**src/rtl/rcu_if.sv**
```systemverilog
// Receive-path handshake between the USB RX datapath (edge detector, bit timer,
// shift register, EOP detector) and the receiver control unit.
interface rcu_if;
  logic       d_edge;
  logic       eop;
  logic       shift_enable;
  logic       byte_received;
  logic [7:0] rcv_data;
  logic       rcving;
  logic       w_enable;
  logic       r_error;

  modport master (
    output d_edge, eop, shift_enable, byte_received, rcv_data,
    input  rcving, w_enable, r_error
  );

  modport slave (
    input  d_edge, eop, shift_enable, byte_received, rcv_data,
    output rcving, w_enable, r_error
  );
endinterface

```
**src/rtl/rcu.sv**
```systemverilog
// USB full-speed receiver control unit: detects packet start, validates sync,
// strobes FIFO writes per data byte and flags sync/EOP-alignment errors.
module rcu #(
  parameter logic [7:0] SYNC_BYTE = 8'h80
) (
  input  logic clk,
  input  logic n_rst,
  rcu_if.slave bus
);

  typedef enum logic [2:0] {
    IDLE,
    SYNC_WAIT,
    SYNC_CHK,
    RX,
    STORE,
    EOP_WAIT,
    ERR_WAIT,
    ERR_EOP
  } state_t;

  state_t     state_q, state_d;
  logic [2:0] bit_cnt_q, bit_cnt_d;
  logic       r_error_q, r_error_d;
  logic       rcving_q;
  logic       w_enable_q;
  logic       eop_sample;

  assign eop_sample = bus.shift_enable && bus.eop;

  always_comb begin
    state_d   = state_q;
    r_error_d = r_error_q;
    unique case (state_q)
      IDLE: begin
        if (bus.d_edge) begin
          state_d   = SYNC_WAIT;
          r_error_d = 1'b0;
        end
      end
      SYNC_WAIT: begin
        if (eop_sample) begin
          state_d   = ERR_WAIT;
          r_error_d = 1'b1;
        end else if (bus.byte_received) begin
          state_d = SYNC_CHK;
        end
      end
      SYNC_CHK: begin
        if (bus.rcv_data == SYNC_BYTE) begin
          state_d = RX;
        end else begin
          state_d   = ERR_WAIT;
          r_error_d = 1'b1;
        end
      end
      RX: begin
        // EOP outranks a coincident byte_received so no byte is written after EOP
        if (eop_sample) begin
          if (bit_cnt_q == 3'd0) begin
            state_d = EOP_WAIT;
          end else begin
            state_d   = ERR_EOP;
            r_error_d = 1'b1;
          end
        end else if (bus.byte_received) begin
          state_d = STORE;
        end
      end
      STORE: begin
        state_d = RX;
      end
      EOP_WAIT: begin
        if (bus.d_edge) state_d = IDLE;
      end
      ERR_WAIT: begin
        if (eop_sample) state_d = ERR_EOP;
      end
      ERR_EOP: begin
        if (bus.d_edge) state_d = IDLE;
      end
      default: begin
        state_d = IDLE;
      end
    endcase
  end

  always_comb begin
    bit_cnt_d = bit_cnt_q;
    if (state_q == IDLE) begin
      bit_cnt_d = 3'd0;
    end else if (bus.shift_enable) begin
      bit_cnt_d = bit_cnt_q + 3'd1;
    end
  end

  // Outputs are decoded from the next state so they land on the same edge as the state.
  always_ff @(posedge clk or negedge n_rst) begin
    if (!n_rst) begin
      state_q    <= IDLE;
      bit_cnt_q  <= 3'd0;
      r_error_q  <= 1'b0;
      rcving_q   <= 1'b0;
      w_enable_q <= 1'b0;
    end else begin
      state_q    <= state_d;
      bit_cnt_q  <= bit_cnt_d;
      r_error_q  <= r_error_d;
      rcving_q   <= (state_d != IDLE);
      w_enable_q <= (state_d == STORE);
    end
  end

  assign bus.rcving   = rcving_q;
  assign bus.w_enable = w_enable_q;
  assign bus.r_error  = r_error_q;

endmodule

```
**src/flat_wrapper.sv**
```systemverilog
// flat-port wrapper written by rule: the top's interface ports become plain ports
module rcu_flat 
#(
  parameter logic [7:0] SYNC_BYTE = 8'h80
)
  (clk, n_rst, bus_d_edge, bus_eop, bus_shift_enable, bus_byte_received, bus_rcv_data, bus_rcving, bus_w_enable, bus_r_error);
  rcu_if bus_i ();
  input  logic clk;
  input  logic n_rst;
  input wire logic [$bits(bus_i.d_edge)-1:0] bus_d_edge;
  input wire logic [$bits(bus_i.eop)-1:0] bus_eop;
  input wire logic [$bits(bus_i.shift_enable)-1:0] bus_shift_enable;
  input wire logic [$bits(bus_i.byte_received)-1:0] bus_byte_received;
  input wire logic [$bits(bus_i.rcv_data)-1:0] bus_rcv_data;
  output wire logic [$bits(bus_i.rcving)-1:0] bus_rcving;
  output wire logic [$bits(bus_i.w_enable)-1:0] bus_w_enable;
  output wire logic [$bits(bus_i.r_error)-1:0] bus_r_error;
  assign bus_i.d_edge = bus_d_edge;
  assign bus_i.eop = bus_eop;
  assign bus_i.shift_enable = bus_shift_enable;
  assign bus_i.byte_received = bus_byte_received;
  assign bus_i.rcv_data = bus_rcv_data;
  assign bus_rcving = bus_i.rcving;
  assign bus_w_enable = bus_i.w_enable;
  assign bus_r_error = bus_i.r_error;
  rcu #(.SYNC_BYTE(SYNC_BYTE)) u_core (.clk(clk), .n_rst(n_rst), .bus(bus_i));
endmodule
```
**config.mk**
```make
export PLATFORM = sky130hd
export DESIGN_NAME = rcu_flat
export DESIGN_NICKNAME = d
export VERILOG_FILES = /design/src/rtl/rcu_if.sv /design/src/rtl/rcu.sv /design/src/flat_wrapper.sv
export SDC_FILE = /design/constraint.sdc
export NUM_CORES = 1
export LEC_CHECK = 0
export CORE_AREA = 2 2 39 41
export CTS_BUF_LIST = sky130_fd_sc_hd__clkbuf_2 sky130_fd_sc_hd__clkbuf_4 sky130_fd_sc_hd__clkbuf_8
export CTS_CLUSTER_DIAMETER = 80
export CTS_CLUSTER_SIZE = 10
export DETAILED_ROUTE_END_ITERATION = 8
export DIE_AREA = 0 0 41 43
export DONT_BUFFER_PORTS = 1
export PLACE_DENSITY = 0.56
export SLEW_MARGIN = 20
export SYNTH_ARGS = -nofsm -noshare
export SYNTH_HDL_FRONTEND = slang
export SYNTH_SLANG_ARGS = --single-unit
export TNS_END_PERCENT = 50
```
**constraint.sdc**
```tcl
create_clock -name clk -period 2.1 [get_ports clk]
set_input_delay 0.42 -clock clk [delete_from_list [all_inputs] [get_ports clk]]
set_output_delay 0.42 -clock clk [all_outputs]
set_load 0.1 [all_outputs]
```
==> results.tsv <==
stage	metric	value	unit
placement	placed insts	79	
synth	Post-synth EDFFs	0	
route	number of vias per cell	5.58	
layout	n_diodes	0	
sta	RSZ-0062 raised after global routing	no	
worst_setup_path	CP Launch Type	flop	
synth	syn_area_per_cell	9.38	um2
synth	Mapped Nets	78	
floorplanning	Die Y-Extent	43	um
clock_network	TritonCTS Buffers	3	
sta	fmax	0.541	GHz
floorplanning	Ports	17	
floorplanning	FP Rows	14	
sta	Fin. Hold Viols	0	
layout	fraction of layout cells with a size suffix above 1	0.162	
clock_network	Sink Count	9	
layout	Area growth syn-to-layout	10.8	%
floorplanning	Die W	41	um
worst_setup_path	cells along the critical path	inv_1, ha_1, nand2b_1, a2111o_1, and3_4, or4b_4	
job	max_cap viols	0	
sta	Worst slew margin	0.636	
synth	ys async rst share	1.00	
sta	Slew @ Worst Pin	0.538	ns
global_route	largest net degree at the start of global routing	13	
global_route	Congestion Overflow GR	0	
worst_setup_path	Worst path max stage delay	0.47	ns
route	routed length per instance	13.2	um
clock_network	H-tree depth	1	
worst_setup_path	worst endpoint required time	2.23	ns
placement	Buffers on Ports	0	
pwr	Sw Pwr	527	uW
synth	Yosys warnings	0	
pwr	clock network power share	0.133	
route	initial DRC count	3	
worst_setup_path	Reg2Reg Capture Point	u_core.bus.rcving	
min_path	HP Class	primary input to flop	
synth	post-synthesis register bit count	9	
sta	Slew Viols, Final	0	
route	DRC	0	
route	Detailed Routing Iterations Pass 1	3	
pwr	P_int	547	uW
pwr	Sw Ratio	0.491	
layout	Layout Cells excl Fill	84	
sta	Setup TNS	0	ns
route	Routed Antenna Nets	0	
pwr	Seq pwr share	0.329	
synth	most instantiated library cell after synthesis	dfrtp_1	
clock_network	CTS tree	done	
worst_setup_path	crit path DAT	1.98	ns
route	DR vias	469	
sta	Setup violations, final	0	
worst_setup_path	WS Path Type	flop to flop	
synth	area leader, netlist	dfrtp_1	
synth	Post-Syn Area	582	um2
floorplanning	Core Area	0.00138	mm2
run_status	run status	completed	
synth	sequential area share after synthesis	0.387	
clock_network	clk slew on worst S/H paths	0.06	ns
global_route	vias in the first global route	420	
global_route	initial antenna violation count	0	
pwr	leakage	0.000290	uW
worst_setup_path	CP Capture Type	flop	
layout	final core utilization	0.466	
worst_setup_path	FF-to-FF setup slack	0.25	ns
synth	Commonest cells post-synth	dfrtp_1, inv_1, nand2_1, nor2_1	
synth	post-synthesis cell count	62	
sta	Final Cycle Share	0.881	
worst_setup_path	Critical R2R Launch	u_core.bit_cnt_q[0]	
synth	post-synth top area share	0.387	
clock_network	clock tree buffer depth	2	
placement	GP Congestion	0.774	
clock_network	clock latency on the worst-skew pair	0.25	ns
global_route	first-pass GRT wire length	1820	um
floorplanning	area of the die	0.00176	mm2
clock_network	clk root buf	clkbuf_4	
global_route	Tot GR Track Use	0.158	
floorplanning	Initial Utilization	0.420	
route	drt total wl	1110	um
sta	Clock Skews	0.00169	ns
layout	Final nets	85	
pwr	Worst VDD drop	973	uV
worst_setup_path	Setup crit start	u_core.bit_cnt_q[0]	
pwr	Power Dens Cells	1670	mW/mm2
worst_setup_path	worst r2r path cells	6	
placement	hpwl dp	837	um
clock_network	CTS resizes	0	
worst_setup_path	slowest library cell on the worst path	or4b_4	
synth	main flop type after synthesis	dfrtp_1	
synth	main area contributors after synthesis	dfrtp_1, ha_1, buf_6	
pwr	Comb pwr share	0.538	
synth	Distinct cells, synth	32	
worst_setup_path	crit path to	u_core.bus.rcving	
worst_setup_path	Max FO, Critical Path	3	
sta	Tmin final	1.85	ns
placed cells by master (no fill, tap or decap), types with 2 or more instances in the layout:
master	synthesis	final
nand2b_1	2	2
o211ai_1	2	2
nand2_1	5	5
a21oi_1	3	3
a211o_1	2	2
buf_4	0	4
nor3_1	2	2
o21ai_0	3	3
dfrtp_1	9	9
nor2_1	4	4
clkbuf_4	0	4
ha_1	2	2
inv_1	6	6
stage by stage:
stage	hold WS (ns)	setup slack, ns	total power (uW)	area, um2
2_1_floorplan	0.124	0.306	832	582
3_3_place_gp	0.125	0.224	929	604
3_5_place_dp	0.125	0.144	925	604
4_1_cts	0.241	0.230	1080	644
5_1_grt	0.247	0.198	1160	644
6_report	0.252	0.250	1070	644
worst max-delay path: cells and delay by family (launching register included):
kind / cells / cell delay [ns]
adder cells (fa/ha/maj): 1 / 0.14
flip-flops: 1 / 0.40
buffers and inverters: 1 / 0.07
AO/OA/AOI/OAI: 1 / 0.40
AND/OR/NAND/NOR: 3 / 0.72
final cells by class:
cell class,instances,area [um2]
multi-input cells,44,307
repair buffers,5,40.0
clock buffers,4,30.0
flip-flops and latches,9,225
fillers,137,739
well taps,16,20.0
inverters,6,22.5
worst min path at each step:
| stage | from | to | depth (start not counted) |
|---|---|---|---|
| 2_1_floorplan | n_rst | u_core.bit_cnt_q[0] | 0 |
| 3_3_place_gp | n_rst | u_core.state_q[2] | 0 |
| 3_5_place_dp | n_rst | u_core.state_q[2] | 0 |
| 4_1_cts | bus_d_edge | u_core.bus.r_error | 1 |
| 5_1_grt | bus_d_edge | u_core.bus.r_error | 1 |
| 6_report | bus_d_edge | u_core.bus.r_error | 1 |
state kept, by name, indices dropped and copies added (netlist names):
signal,flops
u_core.bus.w_enable,1
u_core.state_q,3
u_core.bit_cnt_q,3
u_core.bus.rcving,1
u_core.bus.r_error,1
logic make-up (layout without fill, tap and decap cells):
family | count (synthesis) | in the layout | synth area share
AND/OR/NAND/NOR | 20 | 20 | 0.204
AO/OA/AOI/OAI | 19 | 19 | 0.232
flip-flops | 9 | 9 | 0.387
buffers and inverters | 9 | 15 | 0.0860
adder cells (fa/ha/maj) | 2 | 2 | 0.0430
XOR/XNOR | 2 | 2 | 0.0301
multiplexers | 1 | 1 | 0.0172
power by group through the flow:
stage	clock network, uW	logic [uW]	registers (uW)
2_1_floorplan	0	334	498
3_3_place_gp	0	573	357
3_5_place_dp	0	572	353
4_1_cts	148	581	351
5_1_grt	156	632	369
6_report	143	578	353
per-layer routing:
layer / share of wire / track usage / up-vias / wire length [um]
li1: - / - / 235 / -
met1: 0.49 / 0.224 / 212 / 544
met2: 0.42 / 0.213 / 18 / 462
met3: 0.064 / 0.0157 / 4 / 71
met4: 0.030 / 0.120 / 0 / 33
met5: 0 / 0 / - / 0
what timing repair did:
action | in CTS | in global routing
buffers inserted | 0 | 0
hold buffers | 1 | 0
hold endpoints to repair | 9 | 0
No activity file was read; power rests on OpenSTA's default activity.
